==> config.mk <==
export PLATFORM = sky130hd
export DESIGN_NAME = demux32_1to4_buf
export DESIGN_NICKNAME = d
export VERILOG_FILES = /design/src/rtl/demux32_1to4_buf_pkg.sv /design/src/rtl/demux32_1to4_buf_fifo2_32bit.sv /design/src/rtl/demux32_1to4_buf.sv
export SDC_FILE = /design/constraint.sdc
export NUM_CORES = 1
export LEC_CHECK = 0
export BUFFER_PORTS_ARGS = -buffer_cell sky130_fd_sc_hd__buf_2
export CORE_ASPECT_RATIO = 0.7
export CORE_MARGIN = 8
export CORE_UTILIZATION = 50
export DETAILED_ROUTE_END_ITERATION = 8
export PLACE_DENSITY = 0.76
export SETUP_SLACK_MARGIN = 0.1
export SLEW_MARGIN = 15
export SYNTH_ARGS = -nofsm -noshare
export SYNTH_HDL_FRONTEND = slang
export SYNTH_HIERARCHICAL = 1
export SYNTH_SLANG_ARGS = --single-unit
export TNS_END_PERCENT = 50
==> constraint.sdc <==
create_clock -name clk -period 2.1 [get_ports clk]
set_clock_uncertainty 0.15 [all_clocks]
set_input_delay 0.315 -clock clk [delete_from_list [all_inputs] [get_ports clk]]
set_output_delay 0.315 -clock clk [all_outputs]
set_load 0.02 [all_outputs]
==> src/rtl/demux32_1to4_buf_pkg.sv <==
// Shared constants and helpers for the buffered 1-to-4 word demultiplexer.
package demux32_1to4_buf_pkg;

  localparam int WIDTH_DEF = 32;
  localparam int NUM_CH    = 4;
  localparam int SEL_W     = 2;
  localparam int COUNT_W   = 2;
  localparam int XFER_W    = 16;

  // Occupancy value of a full 2-entry channel FIFO.
  localparam logic [COUNT_W-1:0] FULL_COUNT  = 2'd2;
  localparam logic [COUNT_W-1:0] EMPTY_COUNT = 2'd0;

  // One-hot decode of a channel select.
  function automatic logic [NUM_CH-1:0] sel_decode(input logic [SEL_W-1:0] sel);
    logic [NUM_CH-1:0] onehot;
    case (sel)
      2'd0:    onehot = 4'b0001;
      2'd1:    onehot = 4'b0010;
      2'd2:    onehot = 4'b0100;
      2'd3:    onehot = 4'b1000;
      default: onehot = 4'b0000;
    endcase
    return onehot;
  endfunction

endpackage

==> src/rtl/demux32_1to4_buf_fifo2_32bit.sv <==
// Two-entry FIFO used as one output channel of the demultiplexer.
// Push is ignored when full and pop is ignored when empty, so the caller may
// present raw requests. A push and pop in the same cycle keep the occupancy.
module fifo2_32bit
  import demux32_1to4_buf_pkg::*;
#(
  parameter int WIDTH = WIDTH_DEF
) (
  input  logic               clk,
  input  logic               rst_n,
  input  logic               push,
  input  logic               pop,
  input  logic [WIDTH-1:0]   din,
  output logic [WIDTH-1:0]   dout,
  output logic               valid,
  output logic [COUNT_W-1:0] count
);

  logic [WIDTH-1:0]   mem_r [0:1];
  logic               wr_ptr_r;
  logic               rd_ptr_r;
  logic [COUNT_W-1:0] count_r;
  logic               valid_r;
  logic               push_ok_s;
  logic               pop_ok_s;
  logic [COUNT_W-1:0] count_nxt_s;

  // Qualify requests against occupancy and compute the next occupancy.
  always_comb begin
    push_ok_s   = 1'b0;
    pop_ok_s    = 1'b0;
    count_nxt_s = count_r;
    if (push && (count_r != FULL_COUNT)) begin
      push_ok_s = 1'b1;
    end else begin
      push_ok_s = 1'b0;
    end
    if (pop && (count_r != EMPTY_COUNT)) begin
      pop_ok_s = 1'b1;
    end else begin
      pop_ok_s = 1'b0;
    end
    case ({push_ok_s, pop_ok_s})
      2'b10:   count_nxt_s = count_r + 2'd1;
      2'b01:   count_nxt_s = count_r - 2'd1;
      default: count_nxt_s = count_r;
    endcase
  end

  // Storage, pointers, occupancy and the registered non-empty flag.
  always_ff @(posedge clk or negedge rst_n) begin
    if (!rst_n) begin
      mem_r[0] <= '0;
      mem_r[1] <= '0;
      wr_ptr_r <= 1'b0;
      rd_ptr_r <= 1'b0;
      count_r  <= EMPTY_COUNT;
      valid_r  <= 1'b0;
    end else begin
      if (push_ok_s) begin
        mem_r[wr_ptr_r] <= din;
      end
      wr_ptr_r <= wr_ptr_r ^ push_ok_s;
      rd_ptr_r <= rd_ptr_r ^ pop_ok_s;
      count_r  <= count_nxt_s;
      valid_r  <= (count_nxt_s != EMPTY_COUNT);
    end
  end

  assign dout  = mem_r[rd_ptr_r];
  assign valid = valid_r;
  assign count = count_r;

endmodule

==> src/rtl/demux32_1to4_buf.sv <==
// Buffered 1-to-4 demultiplexer: one producer word is routed by in_sel into
// one of four 2-entry channel FIFOs, each drained by its own consumer.
// in_ready depends only on in_sel and registered occupancy, never on
// out_ready, so a full channel stays blocked even while it is being drained.
module demux32_1to4_buf
  import demux32_1to4_buf_pkg::*;
#(
  parameter int WIDTH = WIDTH_DEF,
  parameter int DEPTH = 2
) (
  input  logic                      clk,
  input  logic                      rst_n,
  input  logic                      in_valid,
  input  logic [SEL_W-1:0]          in_sel,
  input  logic [WIDTH-1:0]          in_data,
  output logic                      in_ready,
  output logic [NUM_CH-1:0]         out_valid,
  output logic [NUM_CH*WIDTH-1:0]   out_data,
  input  logic [NUM_CH-1:0]         out_ready,
  output logic [NUM_CH*COUNT_W-1:0] ch_count,
  output logic [XFER_W-1:0]         xfer_count
);

  logic [COUNT_W-1:0] cnt_s [NUM_CH];
  logic [NUM_CH-1:0]  push_vec_s;
  logic [NUM_CH-1:0]  pop_vec_s;
  logic               in_ready_s;
  logic               push_any_s;
  logic [XFER_W-1:0]  xfer_count_r;

  // Ready select of the addressed channel and one-hot push gating.
  always_comb begin
    in_ready_s = 1'b0;
    push_any_s = 1'b0;
    push_vec_s = 4'b0000;
    if (cnt_s[in_sel] != FULL_COUNT) begin
      in_ready_s = 1'b1;
    end else begin
      in_ready_s = 1'b0;
    end
    push_any_s = in_valid && in_ready_s;
    if (push_any_s) begin
      push_vec_s = sel_decode(in_sel);
    end else begin
      push_vec_s = 4'b0000;
    end
  end

  assign pop_vec_s = out_valid & out_ready;

  genvar g;
  generate
    for (g = 0; g < NUM_CH; g++) begin : g_ch
      fifo2_32bit #(.WIDTH(WIDTH)) u_fifo (
        .clk   (clk),
        .rst_n (rst_n),
        .push  (push_vec_s[g]),
        .pop   (pop_vec_s[g]),
        .din   (in_data),
        .dout  (out_data[g*WIDTH +: WIDTH]),
        .valid (out_valid[g]),
        .count (cnt_s[g])
      );
      assign ch_count[g*COUNT_W +: COUNT_W] = cnt_s[g];
    end
  endgenerate

  // Accepted-word counter; wraps naturally at its width.
  always_ff @(posedge clk or negedge rst_n) begin
    if (!rst_n) begin
      xfer_count_r <= 16'd0;
    end else if (push_any_s) begin
      xfer_count_r <= xfer_count_r + 16'd1;
    end
  end

  assign in_ready   = in_ready_s;
  assign xfer_count = xfer_count_r;

endmodule
======== After elaboration in Yosys (flattened, before gate mapping) ========
Index checks and enable logic that the tools add are counted.
operators by class
  multipliers ............................. 0
  shift-type cells ........................ 0
  bitwise gates (word level) .............. 18
  eq/ne operators ......................... 16
  add/subtract/negate cells ............... 9
  reductions and logical operators ........ 22
  muxes and demuxes ....................... 42
  order comparisons ....................... 13
  div/mod/pow operators ................... 0
operators by type and width
  operator                 number
  $mux W32                 16
  $bwmux W64               4
  $demux W32 S1            4
  $add A16 B1 Y16 const B  1
  $ge A2 B2 Y1 const B     8
  $not A1 Y2               8
  $pmux W2 S2              4
  $pmux W4 S4              1
  $reduce_bool A2 Y1       8
  $logic_and A1 B1 Y1      13
  $eq A2 B2 Y1 const B     6
  $eq A2 B1 Y1 const B     5
  $ne A2 B2 Y1 const B     5
  $mux W1                  9
  $add A2 B1 Y2 const B    4
  $lt A2 B1 Y1 const B     4
  $sub A2 B1 Y2 const B    4
  $xor A1 B1 Y1            8
  $and A4 B4 Y4            1
  $bmux W2 S2              1
  $mux W2                  2
  $mux W4                  1
  $ge A3 B3 Y1 const B     1
  $not A2 Y3               1
  $logic_not A2 Y1         1
word-level totals
  memories kept ........................... 0
  RAM bits ................................ 0
  ROM bits ................................ 0
  latch bits .............................. 0
  register bits after elaboration ......... 292
  output and inout bits ................... 157

======== Longest topological paths before layout ========
Gate-level depths: netlist (run 1).
  word-level depth ........................ 13
  depth in mapped cells ................... 8

======== Modules after synthesis ========
Netlist (run 1), hierarchy kept.
by module, submodules not included
  module            area an instance (um2)  sequential area each (um2)  cells an instance  instances
  fifo2_32bit       3,409.5                 1,726.7                     195                4
  demux32_1to4_buf  899.6                   400.4                       82                 1

======== Least setup slack after synthesis (run 1) ========
OpenSTA, ideal clock, no wires.
  path kind ............................... flip-flop to flip-flop
  start ................................... register g_ch[2].u_fifo.count_r[1]
  end ..................................... register g_ch[2].u_fifo/mem_r[10] in the netlist's numbering
  clock period less this slack ............ 2,097 ps
  setup time .............................. 125 ps
  setup slack ............................. 3 ps
  cell stages (with the launch flop) ...... 8
  arrival time ............................ 1,822 ps
  buffers on the path ..................... 2
  cells stage by stage .................... dfrtp_1 > nor2b_1 > nor4b_1 > o21a_2 > ha_1 > buf_6 > buf_6 > mux2_4
between the ends
  cells in the longest elaborated chain, start to end .. 9
  elaborated cells on any way between the ends .. 10
RTL lines
  what                                         RTL line                            source
  from (decl)                                  demux32_1to4_buf_fifo2_32bit.sv:22  logic [COUNT_W-1:0] count_r;
  from (signal assigned)                       demux32_1to4_buf_fifo2_32bit.sv:65  count_r <= count_nxt_s;
  $bmux W2 S2                                  demux32_1to4_buf.sv:36              if (cnt_s[in_sel] != FULL_COUNT) begin
  $mux W2 (implied by the code) (2 in series)  demux32_1to4_buf.sv:36
  $ne A2 B2 Y1                                 demux32_1to4_buf.sv:36
  $mux W1                                      demux32_1to4_buf.sv:36
  $logic_and A1 B1 Y1                          demux32_1to4_buf.sv:41              push_any_s = in_valid && in_ready_s;
  $mux W4                                      demux32_1to4_buf.sv:42              if (push_any_s) begin
  via push_vec_s[2]                            demux32_1to4_buf.sv:25              logic [NUM_CH-1:0] push_vec_s;
  $logic_and A1 B1 Y1                          demux32_1to4_buf_fifo2_32bit.sv:33  if (push && (count_r != FULL_COUNT)) begin
  $mux W1                                      demux32_1to4_buf_fifo2_32bit.sv:33
  to (signal, indexed assignment)              demux32_1to4_buf_fifo2_32bit.sv:61  mem_r[wr_ptr_r] <= din;
  to (decl)                                    demux32_1to4_buf_fifo2_32bit.sv:19  logic [WIDTH-1:0] mem_r [0:1];
The timed path passes the listed nets, and every way through them passes these cells. The select of a mux whose other input is x is not followed.
A chain may end at the register's enable or synchronous reset.

======== Final worst setup path (run 1) ========
  start ................................... register g_ch[2].u_fifo.count_r[1]
  end ..................................... output in_ready
between the ends
  cells in the longest elaborated chain, start to end .. 5
RTL lines
  what                                         RTL line                source
  $bmux W2 S2                                  demux32_1to4_buf.sv:36
  $mux W2 (implied by the code) (2 in series)  demux32_1to4_buf.sv:36
  $ne A2 B2 Y1                                 demux32_1to4_buf.sv:36
  $mux W1                                      demux32_1to4_buf.sv:36
  to (decl)                                    demux32_1to4_buf.sv:16  output logic in_ready,
Every way passes these cells. The select of a mux whose other input is x is not followed.

==> impl_metrics.env, run 1 <==
export IMPL_n_antenna_cell=0
export IMPL_power_switching_uw=11700
export IMPL_place_gp_congestion=0.759
export IMPL_core_rowCount=52
export IMPL_cts_root_buffer="clkbuf_16"
export IMPL_grt_util_all_layers=0.207
export IMPL_core_area_sq_um=28800
export IMPL_yosysTopAreaCell="dfrtp_1"
export IMPL_fin_crit_ns=2.23
export IMPL_portBuffers=197
export IMPL_dp_slack_ns=-0.0179
export IMPL_p_sw_frac=0.343
export IMPL_cts_made_buffers=29
export IMPL_status="finished with violations"
export IMPL_n_fill_cell=1995
export IMPL_die_w_um=220
export IMPL_worstMarginPinSlew_ns=0.549
export IMPL_max_vdd_ir_drop_v=0.00123
export IMPL_ios=198
export IMPL_fin_crit_sh=1.06
export IMPL_worstPathMaxFanout=2
export IMPL_multiInputGateArea_sq_um=6800
export IMPL_ant_nets=0
export IMPL_start_util=0.506
export IMPL_crit_arrival_ns=1.76
export IMPL_ys_types=30
export IMPL_grt_pass1_wl_mm=55.9
export IMPL_die_h_um=159
export IMPL_wirelength_mm=37.0
export IMPL_syn_avg_cell_area_sq_um=16.9
export IMPL_crit_required_ns=1.63
export IMPL_path_class="flip-flop to output pin"
export IMPL_antenna_found_initial=0
export IMPL_synth_seq_cells=292
export IMPL_hp_class="primary input to flip-flop"
export IMPL_drcViolationCount=0
export IMPL_fin_ws_ns=-0.130
export IMPL_setup_violations_final=120
export IMPL_synth_top_cell_area_share=0.503
export IMPL_clockBufferDepth=3
export IMPL_drt_iter0_markers=428
export IMPL_dr_total_vias=8092
export IMPL_slew_headroom=0.633
export IMPL_nets=1198
export IMPL_dp_hpwl_mm=22.7
export IMPL_power_leakage_uw=0.00902
export IMPL_grt_max_degree=59
export IMPL_insertion_delay_ns=0.54
export IMPL_wl_per_cell_um=24.0
export IMPL_regArea_sq_um=7310
export IMPL_htree_levels=1
export IMPL_ys_warn_count=6
export IMPL_grt_pass1_vias=8950
export IMPL_hold_slack_ns=0.0136
export IMPL_synth_cell_area_sq_um=14500
export IMPL_cts_clk_slew_worst_paths_ns=0.06
export IMPL_synth_nets=916
export IMPL_rsz0062_at_grt="yes"
export IMPL_cp_end_kind="output pin"
export IMPL_clock_sinks=292
export IMPL_drive_gt1_frac=0.624
export IMPL_grt_overflow=0
export IMPL_synth_seq_area_share=0.503
export IMPL_hold_viol_final=0
export IMPL_synth_area_leaders="dfrtp_1 (50%), mux2_4 (37%), buf_6 (3.8%), mux2_1 (2.2%), xnor2_1 (1.3%)"
export IMPL_dr_pass1_iters=4
export IMPL_die_area_sq_um=34900
export IMPL_finalMaxSlewViolations=0
export IMPL_cts_tree="yes"
export IMPL_pwr_density_cell_nw_per_um2=1800
export IMPL_viasPerCell=5.25
export IMPL_crit_path_start_kind="flip-flop"
export IMPL_fmax_mhz=449
export IMPL_syn_to_final_growth_pct=30.1
export IMPL_power_frac_seq=0.295
export IMPL_cap_violations=0
export IMPL_post_route_util=0.658
export IMPL_clkPwrFrac=0.154
export IMPL_pwr_share_comb=0.551
export IMPL_violations="setup timing"
export IMPL_p_int_uw=22300
export IMPL_syn_inst=862
==> layer usage <==
metal / routed length [um] / up-vias / global-route usage / share of wire
met4: 551 / 0 / 0.0315 / 0.015
met5: 0 / - / 0 / 0
li1: - / 3592 / - / -
met3: 1780 / 38 / 0.0347 / 0.048
met1: 17800 / 4284 / 0.307 / 0.48
met2: 16900 / 178 / 0.321 / 0.46
==> worst paths after layout <==
kind,to,slack (ns),cells after the start,from
min,g_ch[2].u_fifo/mem_r[23],0.01,2,in_data[23]
max reg2reg,g_ch[2].u_fifo/mem_r[49],-0.01,7,g_ch[2].u_fifo/count[1]
min in group asynchronous,g_ch[1].u_fifo/mem_r[6],0.17,2,rst_n
min reg2reg,xfer_count[15],0.32,1,xfer_count[15]
max in group asynchronous,g_ch[2].u_fifo/count[1],0.93,3,rst_n
max,in_ready,-0.13,4,g_ch[2].u_fifo/count[1]
==> through the flow <==
step,TNS (ns),std cells,area (sq um),power [uW]
2_1_floorplan,0,862,14600,20900
3_3_place_gp,0,1432,16100,24800
3_5_place_dp,-0.131,1432,16100,25100
4_1_cts,-10.44,1533,18400,33000
5_1_grt,-15.18,1542,18900,35500
6_report,-7.51,1542,18900,34000
==> power groups by stage <==
stage / logic (uW) / clock network [uW] / registers [uW]
floorplan: 11200 / 0 / 9750
global placement: 14900 / 0 / 9870
detailed placement: 15100 / 0 / 10000
CTS: 17700 / 5310 / 9990
global route: 19600 / 5570 / 10300
finish: 18700 / 5220 / 10000
==> kinds of logic after synthesis <==
family,Yosys count,synth area share
muxes,386,0.392
DFF,292,0.503
buffers and inverters,71,0.0437
and+or+nand+nor,57,0.0252
xor gates and xnor gates,35,0.0211
adders and majority gates,13,0.0112
AOI/OAI and AO/OA,8,0.00448
==> worst max-delay path, cell delays in order (launching register included) <==
cell	delay, ns
dfrtp_2	0.40
nor2b_4	0.14
mux4_2	0.49
inv_2	0.09
buf_6	0.11
==> area by class of cell <==
type                    count  share of cell area
multi-input cells         499               0.360
clock inverters             6             0.00443
clock buffers              45              0.0458
well taps                 378              0.0250
flip-flops and latches    292               0.387
inverters                  21             0.00417
repair buffers            301               0.174
==> cells in the final DEF (no fill, tap or decap), types with 5 or more instances in the layout <==
cell,count
buf_12,26
nand3_1,6
clkbuf_1,8
nor2_1,13
dfrtp_1,286
xor2_1,14
xnor2_1,20
nand2_1,6
clkbuf_8,8
inv_1,18
buf_6,127
dfrtp_2,6
mux2_4,368
ha_4,7
buf_4,28
dlygate4sd3_1,29
mux2_1,15
nor4_2,5
buf_16,10
buf_2,72
clkbuf_16,33
==> sequential cells by signal (all words and copies together), names as in the netlist <==
signal and cells:
g_ch.u_fifo/valid 4, xfer_count 16, g_ch.u_fifo/mem_r 256, g_ch.u_fifo/wr_ptr_r 4
g_ch.u_fifo/count 8, g_ch.u_fifo/rd_ptr_r 4
==> synthesized netlist by cell type <==
cell	count
inv_1	20
nor4_2	6
nand2_1	6
nor4_1	3
inv_2	1
mux4_2	1
or3_1	1
ha_1	13
mux2_1	28
and4_1	1
nor3_1	4
xnor2_1	21
nor4b_1	1
buf_2	1
nor2b_1	3
mux2_2	1
buf_6	49
dfrtp_1	292
o21a_2	4
a22oi_1	4
mux2_4	356
xor2_1	14
nor4b_2	1
and2_1	4
nand4_1	2
nor2b_4	1
nand3_1	6
nor2b_2	4
nor3b_1	1
nor2_1	13
==> timing repair <==
item,in CTS,in global routing
setup buffers,10,5
pin swaps,2,10
endpoints found under the setup margin,376,377
gates cloned,11,4
hold buffers,29,0
gates resized for setup,193,111
endpoints found under the hold margin,294,0
No activity file was read; power rests on OpenSTA's default activity.
==> run 2, diff against run 1 <==
--- a/config.mk
+++ b/config.mk
@@ -6,7 +6,7 @@
 export NUM_CORES = 1
 export LEC_CHECK = 0
 export BUFFER_PORTS_ARGS = -buffer_cell sky130_fd_sc_hd__buf_2
-export CORE_ASPECT_RATIO = 0.7
+export CORE_ASPECT_RATIO = 1.75
 export CORE_MARGIN = 8
 export CORE_UTILIZATION = 50
 export DETAILED_ROUTE_END_ITERATION = 8
==> impl_metrics.env, run 2 (same netlist as run 1, synthesis figures left out) <==
export IMPL_cap_violations=0
export IMPL_cp_end_kind="output pin"
export IMPL_cts_root_buffer="clkbuf_16"
export IMPL_hold_viol_final=0
export IMPL_setup_violations_final=101
export IMPL_max_vdd_ir_drop_v=0.00113
export IMPL_fin_total_pwr_uw=33900
export IMPL_r2r_end="g_ch[2].u_fifo/mem_r[9]"
export IMPL_clockBufferDepth=3
export IMPL_largest_reg_flops=256
export IMPL_fin_ws_ns=-0.151
export IMPL_dr_pass1_iters=4
export IMPL_cts_tree="yes"
export IMPL_htree_levels=1
export IMPL_r2r_start="g_ch[2].u_fifo/count[1]"
export IMPL_post_route_util=0.656
export IMPL_hp_class="primary input to flip-flop"
export IMPL_power_leakage_uw=0.00895
export IMPL_drcViolationCount=0
export IMPL_place_gp_congestion=0.768
export IMPL_cts_made_buffers=27
export IMPL_viasPerCell=5.29
export IMPL_syn_to_final_growth_pct=29.2
export IMPL_finalMaxSlewViolations=0
export IMPL_nets=1183
export IMPL_grt_overflow=0
export IMPL_clock_sinks=292
export IMPL_start_util=0.508
export IMPL_grt_util_all_layers=0.203
export IMPL_portBuffers=197
export IMPL_dr_total_vias=8081
export IMPL_die_h_um=242
export IMPL_core_rowCount=82
export IMPL_worstMarginPinSlew_ns=0.597
export IMPL_dp_hpwl_mm=22.5
export IMPL_fmax_mhz=444
export IMPL_fin_crit_ns=2.25
export IMPL_status="finished with violations"
export IMPL_antenna_found_initial=1
export IMPL_fin_crit_sh=1.07
export IMPL_grt_pass1_vias=9147
export IMPL_critPathTopFamily="multiplexers"
export IMPL_cts_clk_slew_worst_paths_ns=0.07
export IMPL_crit_path_start_kind="flip-flop"
export IMPL_wl_per_cell_um=24.0
export IMPL_min_delay_path_depth=2
export IMPL_core_area_sq_um=28600
export IMPL_crit_chain="nor2b_4 > mux4_2 > inv_2 > buf_6"
export IMPL_worstPathMaxFanout=2
export IMPL_hp_start="in_data[3]"
export IMPL_r2r_cells=7
export IMPL_drive_gt1_frac=0.634
export IMPL_ant_nets=0
export IMPL_worst_path_buf_inv=2
export IMPL_path_class="flip-flop to output pin"
export IMPL_crit_arrival_ns=1.79
export IMPL_hold_slack_ns=0.00915
export IMPL_drt_iter0_markers=273
export IMPL_crit_required_ns=1.63
export IMPL_dp_cells=1426
export IMPL_grt_max_degree=79
export IMPL_rsz0062_at_grt="yes"
export IMPL_layout_commonest_cell="mux2_4"
export IMPL_slew_headroom=0.601
export IMPL_slowest_delay_ns=0.52
export IMPL_r2r_setup_slack_ns=-0.01
export IMPL_crit_slowest_cell="mux4_2"
export IMPL_n_fill_cell=1906
export IMPL_layout_cells_non_filler=1527
export IMPL_final_cell_mix="mux2_4 (369), dfrtp_1 (286), buf_6 (121)"
export IMPL_insertion_delay_ns=0.54
export IMPL_grt_pass1_wl_mm=54.9
export IMPL_die_w_um=145
export IMPL_ios=198
export IMPL_wirelength_mm=36.7
export IMPL_pwr_density_cell_nw_per_um2=1800
export IMPL_dp_slack_ns=-0.0601
export IMPL_top_register="g_ch.u_fifo/mem_r"
export IMPL_die_area_sq_um=35000
export IMPL_violations="setup timing"
export IMPL_worstHoldEndpoint="g_ch[2].u_fifo/mem_r[3]"
-- run 2: cell count changes in the layout (fill, tap and decap cells not counted), moves of 4 or more --
cell / before / now
buf_12: 26 / 32
buf_16: 10 / 6
buf_2: 72 / 85
buf_4: 28 / 18
buf_6: 127 / 121
bufinv_16: 2 / 6
clkbuf_1: 8 / 4
dlygate4sd3_1: 29 / 19
-- run 2: report_power, final --
group          internal (uW)  switching [uW]  total [uW]
clock                   3280            2170        5450
sequential              8310            1740       10100
combinational          10600            7760       18400
-- run 2: routing by layer --
layer  wire, um  GRT usage
met1      14800      0.249
met2      19700      0.364
met3       1350     0.0262
met4        862     0.0474
met5          0          0
-- run 2: area by class of cell --
cell class                 count  area (sq um)  share of cell area
inverter                      21          78.8             0.00420
clock buffer                  36           759              0.0404
sequential                   292          7310               0.389
timing repair buffer         288          3070               0.164
multi-input combinational    499          6860               0.365
tap                          378           473              0.0252
clock inverter                12           224              0.0119
antenna                        1          2.50            0.000133
-- run 2: worst max-delay path by stage --
stage | from | to | slack [ns] | cells after the start
floorplan | g_ch[2].u_fifo/count[1] | g_ch[2].u_fifo/mem_r[10] | 0.08 | 7
global placement | in_valid | g_ch[0].u_fifo/mem_r[0] | -0.03 | 7
detailed placement | g_ch[2].u_fifo/count[1] | g_ch[2].u_fifo/mem_r[31] | -0.06 | 6
CTS | g_ch[3].u_fifo/count[1] | in_ready | -0.17 | 4
global route | g_ch[2].u_fifo/count[1] | in_ready | -0.18 | 4
finish | g_ch[3].u_fifo/count[1] | in_ready | -0.15 | 4
-- run 2: what timing repair did --
item / in CTS / in global routing
gates resized for setup: 195 / 96
buffers inserted: 15 / 8
pin swaps: 1 / 6
cloned: 6 / 6
hold buffers: 19 / 0
endpoints found under the setup margin: 299 / 353
hold endpoints to repair: 419 / 0
-- run 2: through the flow --
stage,instance area (sq um),TNS [ns]
after global placement,16100,-0.491
final,18800,-4.55
after CTS,18200,-11.86
after detailed placement,16100,-2.58
after global routing,18800,-10.85
after floorplan,14600,0
==> run 3, diff against run 2 <==
--- a/config.mk
+++ b/config.mk
@@ -12,6 +12,7 @@
 export DETAILED_ROUTE_END_ITERATION = 8
 export PLACE_DENSITY = 0.76
 export SETUP_SLACK_MARGIN = 0.1
+export SKIP_LAST_GASP = 1
 export SLEW_MARGIN = 15
 export SYNTH_ARGS = -nofsm -noshare
 export SYNTH_HDL_FRONTEND = slang
==> impl_metrics.env, run 3 (same netlist as run 1, synthesis figures left out) <==
export IMPL_die_area_sq_um=35000
export IMPL_grt_pass1_vias=9087
export IMPL_dr_pass1_iters=4
export IMPL_clockBufferDepth=3
export IMPL_die_h_um=242
export IMPL_cts_tree="yes"
export IMPL_cap_violations=0
export IMPL_viasPerCell=5.23
export IMPL_setup_violations_final=140
export IMPL_met1_usage=0.246
export IMPL_antenna_found_initial=0
export IMPL_hold_slack_ns=0.0125
export IMPL_grt_max_degree=79
export IMPL_dr_total_vias=7993
export IMPL_grt_pass1_wl_mm=54.1
export IMPL_cts_clk_slew_worst_paths_ns=0.07
export IMPL_drcViolationCount=0
export IMPL_crit_required_ns=1.63
export IMPL_nets=1185
export IMPL_core_rowCount=82
export IMPL_grt_overflow=0
export IMPL_portBuffers=197
export IMPL_crit_path_start_kind="flip-flop"
export IMPL_dp_cells=1426
export IMPL_clock_sinks=292
export IMPL_violations="setup timing"
export IMPL_slew_headroom=0.707
export IMPL_cts_made_buffers=27
export IMPL_drt_iter0_markers=268
export IMPL_status="finished with violations"
export IMPL_cp_end_kind="output pin"
export IMPL_die_w_um=145
export IMPL_r2r_setup_slack_ns=-0.04
export IMPL_grt_busiest_layer="met2"
export IMPL_worstMarginPinSlew_ns=0.439
export IMPL_worstPathMaxFanout=2
export IMPL_drive_gt1_frac=0.625
export IMPL_crit_arrival_ns=1.78
export IMPL_insertion_delay_ns=0.54
export IMPL_ios=198
export IMPL_layout_commonest_cell="mux2_4"
export IMPL_layout_cells_non_filler=1528
export IMPL_regArea_sq_um=7310
export IMPL_fin_crit_sh=1.07
export IMPL_start_util=0.508
export IMPL_largest_reg_flops=256
export IMPL_max_vdd_ir_drop_v=0.00112
export IMPL_fmax_mhz=446
export IMPL_syn_to_final_growth_pct=24.1
export IMPL_ant_nets=0
export IMPL_grt_util_all_layers=0.200
export IMPL_wirelength_mm=35.6
export IMPL_top_register="g_ch.u_fifo/mem_r"
export IMPL_dp_slack_ns=-0.0601
export IMPL_core_area_sq_um=28600
export IMPL_place_gp_congestion=0.768
export IMPL_hold_viol_final=0
export IMPL_hp_class="primary input to flip-flop"
export IMPL_fin_total_pwr_uw=31500
export IMPL_wl_per_cell_um=23.3
export IMPL_n_fill_cell=2027
export IMPL_fin_ws_ns=-0.144
export IMPL_pwr_density_cell_nw_per_um2=1740
export IMPL_dp_hpwl_mm=22.5
export IMPL_htree_levels=1
export IMPL_cts_root_buffer="clkbuf_16"
export IMPL_rsz0062_at_grt="yes"
export IMPL_multiInputGateArea_sq_um=6740
export IMPL_finalMaxSlewViolations=0
export IMPL_n_antenna_cell=0
export IMPL_power_leakage_uw=0.00873
export IMPL_fin_crit_ns=2.24
export IMPL_path_class="flip-flop to output pin"
export IMPL_final_cell_mix="mux2_4 (361), dfrtp_1 (286), buf_2 (176)"
export IMPL_use_met2=0.354
export IMPL_met3_usage=0.0255
run 3: cell count changes in the layout (fill, tap and decap cells not counted), sizes merged:
cell	delta
buf	+1
clkbuf	+1
diode	-1
run 3: worst max-delay path: stages (launching register included):
cell     delay [ns]
dfrtp_1        0.38
nor2b_4        0.14
mux4_2         0.52
inv_2          0.09
buf_6          0.11
run 3: power by group:
group / total, uW / switching, uW / internal, uW
clock network: 5430 / 2150 / 3280
registers: 10000 / 1690 / 8310
logic: 16000 / 7240 / 8800
total: 31500 / 11100 / 20400
run 3: layer usage:
metal  wire length [um]  vias to the layer above
met5                  0                        -
met4                788                        0
met3               1410                       46
met2              19200                      177
met1              14200                     4209
li1                   -                     3561
run 3: what timing repair did:
item,CTS,global route
setup endpoints to repair,299,353
hold buffers,19,0
endpoints found under the hold margin,419,0
setup buffers,15,10
pin swaps,1,4
resized for setup,38,25
cloned,6,6
run 3: final timing paths:
check | startpoint | to | depth (start not counted)
worst max-delay path | g_ch[3].u_fifo/count[1] | in_ready | 4
worst min-delay path | in_data[3] | g_ch[2].u_fifo/mem_r[35] | 2
worst max register to register | g_ch[2].u_fifo/count[1] | g_ch[2].u_fifo/mem_r[10] | 7
worst min register to register | xfer_count[15] | xfer_count[15] | 1
max in group asynchronous | rst_n | g_ch[0].u_fifo/mem_r[46] | 3
min in group asynchronous | rst_n | g_ch[0].u_fifo/valid | 2
run 3: cell type report:
class / count / area share
sequential: 292 / 0.405
tap: 378 / 0.0262
inverter: 21 / 0.00437
multi-input combinational: 499 / 0.374
clock buffer: 36 / 0.0421
timing repair buffer: 290 / 0.136
clock inverter: 12 / 0.0124
run 3: through the flow:
stage               cell area [sq um]   util  TNS [ns]
floorplan                       14600      -         0
global placement                16100  0.563    -0.491
detailed placement              16100  0.563     -2.58
finish                          18000  0.630     -6.84
global route                    18000  0.630    -14.07
CTS                             17700  0.619    -13.81
